===== config.mk =====
export PLATFORM = sky130hd
export DESIGN_NAME = psa_seq_ctrl
export DESIGN_NICKNAME = d
export VERILOG_FILES = /design/src/rtl/psa_seq_ctrl.sv
export SDC_FILE = /design/constraint.sdc
export NUM_CORES = 1
export LEC_CHECK = 0
export ABC_CLOCK_PERIOD_IN_PS = 4350
export CAP_MARGIN = 20
export CORE_MARGIN = 2
export CORE_UTILIZATION = 53
export DETAILED_ROUTE_END_ITERATION = 8
export PLACE_DENSITY = 0.93
export SETUP_SLACK_MARGIN = 0.5
export SYNTH_ARGS = -nofsm -noshare
export SYNTH_HDL_FRONTEND = slang
export SYNTH_SLANG_ARGS = --single-unit

===== constraint.sdc =====
create_clock -name clk -period 4.35 [get_ports clk]
set_input_delay 0.435 -clock clk [delete_from_list [all_inputs] [get_ports clk]]
set_output_delay 0.435 -clock clk [all_outputs]
set_load 0.05 [all_outputs]

===== src/rtl/psa_seq_ctrl.sv =====
// Packed-lane adder sequencer: four signed 4-bit lanes summed one per cycle on a shared adder.
// Build option PSA_SAT_EN: overflowed lanes saturate (7/8) instead of wrapping.
module psa_seq_ctrl #(
   parameter bit ERR_CLR_PRIO = 1'b0
) (
   input  logic        clk,
   input  logic        rst_n,
   input  logic        in_valid,
   output logic        in_ready,
   input  logic [15:0] a,
   input  logic [15:0] b,
   output logic        out_valid,
   input  logic        out_ready,
   output logic [15:0] sum,
   output logic        error,
   output logic        err_sticky,
   input  logic        err_clr,
   output logic        busy
);

   // state | meaning
   // IDLE  | waiting for an operand pair
   // CALC  | one lane per cycle, lane 0 first
   // DONE  | result held until out_ready
   typedef enum logic [1:0] {
      IDLE = 2'd0,
      CALC = 2'd1,
      DONE = 2'd2
   } state_t;

   state_t      state;
   logic [1:0]  lane;
   logic [15:0] a_reg;
   logic [15:0] b_reg;
   logic [3:0]  lane_a;
   logic [3:0]  lane_b;
   logic [3:0]  lane_raw;
   logic [3:0]  lane_res;
   logic        lane_ovf;
   logic        err_next;
   logic        sticky_set;

   always_comb begin
      lane_a   = a_reg[{lane, 2'b00} +: 4];
      lane_b   = b_reg[{lane, 2'b00} +: 4];
      lane_raw = lane_a + lane_b;
      lane_ovf = (lane_a[3] == lane_b[3]) && (lane_raw[3] != lane_a[3]);
`ifdef PSA_SAT_EN
      lane_res = lane_ovf ? (lane_a[3] ? 4'h8 : 4'h7) : lane_raw;
`else
      lane_res = lane_raw;
`endif
      err_next   = error | lane_ovf;
      sticky_set = (state == CALC) && (lane == 2'd3) && err_next;
   end

   always_ff @(posedge clk or negedge rst_n) begin
      if (!rst_n) begin
         state      <= IDLE;
         lane       <= 2'd0;
         a_reg      <= 16'h0000;
         b_reg      <= 16'h0000;
         sum        <= 16'h0000;
         error      <= 1'b0;
         err_sticky <= 1'b0;
      end else begin
         case (state)
            IDLE: begin
               if (in_valid) begin
                  a_reg <= a;
                  b_reg <= b;
                  lane  <= 2'd0;
                  sum   <= 16'h0000;
                  error <= 1'b0;
                  state <= CALC;
               end
            end
            CALC: begin
               sum[{lane, 2'b00} +: 4] <= lane_res;
               error <= err_next;
               lane  <= lane + 2'd1;
               if (lane == 2'd3) state <= DONE;
            end
            DONE: begin
               if (out_ready) state <= IDLE;
            end
            default: state <= IDLE;
         endcase

         // ERR_CLR_PRIO decides only when a clear and a DONE-entry set coincide
         if (err_clr && (ERR_CLR_PRIO || !sticky_set)) err_sticky <= 1'b0;
         else if (sticky_set)                          err_sticky <= 1'b1;
      end
   end

   assign in_ready  = (state == IDLE);
   assign out_valid = (state == DONE);
   assign busy      = (state != IDLE);

endmodule


; ---- After elaboration in Yosys (flattened, before gate mapping)
; Index checks and enable logic that the tools add are counted.
[totals]
regBits = 54
elab_cells = 48
[op_classes]
eq_ne = 8
n_bitwise = 1
addsub = 3
shifts = 4
reduce_logical = 12
n_mux = 13
[op_table]
columns = op, count
row1 = $pmux W16 S2, 1
row2 = $shiftx A16 B5 Y4, 2
row3 = $bwmux W16, 1
row4 = $mux W16, 1
row5 = $shift A4 B6 Y16 const A, 1
row6 = $shiftx A4 B6 Y16, 1
row7 = $mux W2, 4
row8 = $neg A4 Y6, 1
row9 = $pmux W2 S3, 1
row10 = $reduce_bool A2 Y1, 3
row11 = $add A4 B4 Y4, 1
row12 = $eq A2 B2 Y1 const B, 2
row13 = $logic_and A1 B1 Y1, 4
row14 = $ne A2 B1 Y1 const B, 2
row15 = $pmux W2 S2, 1
row16 = $reduce_and A2 Y1, 2
row17 = $mux W1, 3
row18 = $reduce_and A3 Y1, 1
row19 = $add A2 B1 Y2 const B, 1
row20 = $eq A2 B1 Y1 const B, 1
row21 = $logic_not A2 Y1, 1
row22 = $ne A2 B2 Y1 const B, 1
row23 = $pmux W1 S2, 1
row24 = $eq A1 B1 Y1, 1
row25 = 3 further kinds, 3

; ---- Depth between registers and ports, before layout
[depth]
depth_word = 9
depth_mapped = 7

; ---- Worst setup path before layout
; No wires, ideal clock.
[synth_path]
kind = reg-to-reg
start = reg lane[0]
end = reg sum[7]
path_stages_with_launch = 8
n_path_buf = 1
setup_time_ps = 121
synth_period_minus_slack_ps = 2704
setup_slack_ps = 1646
arrival_ps = 2583
cell_sequence = dfrtp_1 > buf_2 > mux4_2 > ha_1 > a21o_1 > a21oi_1 > xnor3_1 > a22o_1
[synth_via]
elab_chain_cells = 5
word_cells_on_any_way = 8
cone_classes = 2 x add/sub / 4 x shift / 2 x mux
[synth_lines]
columns = element, line
row1 = "start, declared", 32  ; logic [1:0] lane;
row2 = "start signal, assigned", 81  ; lane <= lane + 2'd1;
row3 = $shiftx A16 B5 Y4 (on tied branches), "44, 45"
row4 = $add A4 B4 Y4, 46  ; lane_raw = lane_a + lane_b;
row5 = $shiftx A4 B6 Y16, 79  ; sum[{lane, 2'b00} +: 4] <= lane_res;
row6 = $bwmux W16 *, 79
row7 = $pmux W16 S2 *, 67  ; case (state)
row8 = "end signal, assigned by index", 79
row9 = "end, declared", 14  ; output logic [15:0] sum,
; Every way passes the cells marked *; elsewhere a longest branch is shown, timed or not.
; A chain may end at the register's enable or synchronous reset.

; ---- Worst setup path in the final report
; Ends and elaborated chain as after synthesis.

==> impl_metrics.json <==
{
  "fin_cells": 346,
  "postRouteWirelength_mm": 5.12,
  "antennaDiodeCount": 0,
  "critical_path_peak_fanout": 16,
  "fin_nets": 338,
  "initial_core_util": 0.554,
  "cp.required_ns": 4.55,
  "maxSlewViolCount": 0,
  "max_freq_mhz": 328,
  "yosys-top-cells-count": "105 x nand2_1, 54 x dfrtp_1, 16 x a22o_1",
  "power_density_nw_per_um2": 818,
  "synth-edff-count": 0,
  "clk_pin_slew_ns": 0.09,
  "synth.area.top_cells": "dfrtp_1 55%, nand2_1 16%, mux4_2 7.4%, a22o_1 5.7%, ha_1 3.6%",
  "grt_pass1_vias": 1822,
  "worst_pin_slew_ns": 1.04,
  "max-slew-margin-rel": 0.306,
  "asyncSetResetFlopFracSynth": 1.00,
  "post_synth_num_cell_types": 26,
  "layout_worst_path_cycle_share": 0.700,
  "drtIter0Drc": 119,
  "htreeDepth": 2,
  "p_r_area_growth_vs_syn_pct": 29.9,
  "post_cts.repair.setup_buffers": 0,
  "post_synthesis_cell_count": 237,
  "final_number_of_hold_violating_endpoints": 0,
  "vias": 1888,
  "fp.dieArea_um2": 5180,
  "avgViaCountPerCell": 5.46,
  "ir_worst_vdd_mv": 0.408,
  "report.power.total_mw": 2.60,
  "worstSetupEndpointType": "flip-flop",
  "hpwl_mm": 3.77,
  "globalRouteTotalUtil": 0.218,
  "cellLeakagePower_nw": 1.56,
  "ctsHoldBuffers": 0,
  "clk_path_buf_depth": 2,
  "layout-drive-gt1-share": 0.0646,
  "place.detailed.instances": 336,
  "post_synth_instance_area_um2": 2450,
  "grt_start_max_net_pins": 55,
  "fin_setup_tns_ns": 0,
  "postPlaceCellArea_um2": 3040,
  "post-route-drc-count": 0,
  "mappedNetlistNets": 282,
  "cts.sinks": 54,
  "finish.instance_area_um2": 3180,
  "clock_latency_ns": 0.31,
  "synthMostInstantiatedCell": "nand2_1",
  "worst-setup-path-type": "flip-flop to flip-flop",
  "drt_pass1_iterations": 4,
  "synth.ff_latch_count": 54,
  "place.port_buffers": 57,
  "hold_class": "primary input to asynchronous set/reset pin",
  "cts_root_buffer": "clkbuf_8",
  "wire_length_of_the_first_global_routing_pass_mm": 8.58,
  "setup_violations": 0,
  "num_cts_buffers": 5,
  "tritoncts": "yes",
  "cts_resized": 0,
  "data_arrival_critical_path_ns": 3.25,
  "seq_area_frac_synth": 0.552,
  "synthDominantCellAreaShare": 0.552,
  "min_period_ns": 3.05,
  "drt-wirelength-per-cell_um": 14.8,
  "die-width_um": 72.0,
  "type_of_element_launching_the_critical_path": "flip-flop",
  "synth_warnings": 0,
  "fp.coreArea_um2": 4410,
  "die_height_um": 72.0,
  "cell_accounting_for_the_most_synthesized_area": "dfrtp_1",
  "gpl.final_weighted_congestion": 0.871,
  "cap_viol_max_count": 0,
  "number_of_antenna_violations_at_the_first_check_in_global_routing": 0,
  "global_route.overflow_total": 0,
  "synth-main-ff-cell": "dfrtp_1",
  "avgSynthCellArea_um2": 10.3,
  "ant_nets": 0,
  "placement_rows": 24,
  "clock_skew_ns": 0.00498,
  "run_status": "finished clean",
  "rsz0062_at_grt": "no",
  "io_pins": 58
}
-- layout by cell type (no fill, tap or decap), types with 3 or more instances in the layout --
cell and n:
a21o_1 5, a22o_1 16, clkbuf_8 6, clkdlybuf4s50_1 56, dfrtp_1 54, ha_1 7, inv_1 5, mux4_2 8
nand2_1 105, nand2b_1 3, o21ai_0 5
-- power breakdown --
group / internal [mW] / leakage, nW / switching [mW] / total [mW]
clock network: 0.128 / 0.0472 / 0.156 / 0.284
registers: 0.720 / 0.694 / 0.180 / 0.900
logic: 0.587 / 0.820 / 0.827 / 1.41
total: 1.44 / 1.56 / 1.16 / 2.60
-- per-layer routing --
layer	track usage	wire (um)	share of wire	vias up
met3	0.0472	256	0.050	5
met4	0.0566	63	0.012	0
met1	0.296	2170	0.42	911
met2	0.363	2630	0.51	68
li1	-	-	-	904
met5	0	0	0	-
-- critical path, cell delays in order (launching register included) --
cell and delay [ns]:
dfrtp_1 0.81, mux4_2 0.63, ha_1 0.32, a21o_1 0.17, a21oi_1 0.32, xnor3_1 0.45
a22o_1 0.23
-- worst paths after layout --
kind	start	to	slack (ns)	depth (start not counted)
min in group clk	b_reg[13]$_DFFE_PN0P_	b_reg[13]$_DFFE_PN0P_	0.48	2
hold reg to reg	b_reg[13]$_DFFE_PN0P_	b_reg[13]$_DFFE_PN0P_	0.48	2
setup reg to reg	lane[0]$_DFFE_PN0P_	sum[7]$_DFFE_PN0P_	1.31	6
setup / recovery	lane[0]$_DFFE_PN0P_	sum[7]$_DFFE_PN0P_	1.31	6
max in group asynchronous	rst_n	b_reg[7]$_DFFE_PN0P_	3.68	2
hold / removal	rst_n	err_sticky$_DFFE_PN0P_	0.13	1
-- final cells by class --
type | count | area [um2]
clock buffers | 6 | 82.6
fillers | 324 | 1240
clock inverters | 2 | 12.5
flip-flops and latches | 54 | 1350
well taps | 52 | 65.1
multi-input cells | 168 | 1030
inverters | 5 | 18.8
repair buffers | 59 | 613
-- stage by stage --
step | setup slack (ns) | hold WS (ns) | util
after floorplan | 1.65 | 0.139 | -
after global placement | 1.47 | 0.455 | 0.688
after detailed placement | 1.31 | 0.459 | 0.688
after CTS | 1.30 | 0.384 | 0.709
after global routing | 1.19 | 0.182 | 0.720
final | 1.31 | 0.126 | 0.720
-- kinds of logic after synthesis --
family | synth area share
AO/OA/AOI/OAI | 0.0915
XOR/XNOR | 0.0128
adder cells (fa/ha/maj) | 0.0440
buffers and inverters | 0.0251
flip-flops | 0.552
multiplexers | 0.0777
AND/OR/NAND/NOR | 0.197
Power figures use the tool's default switching activity.
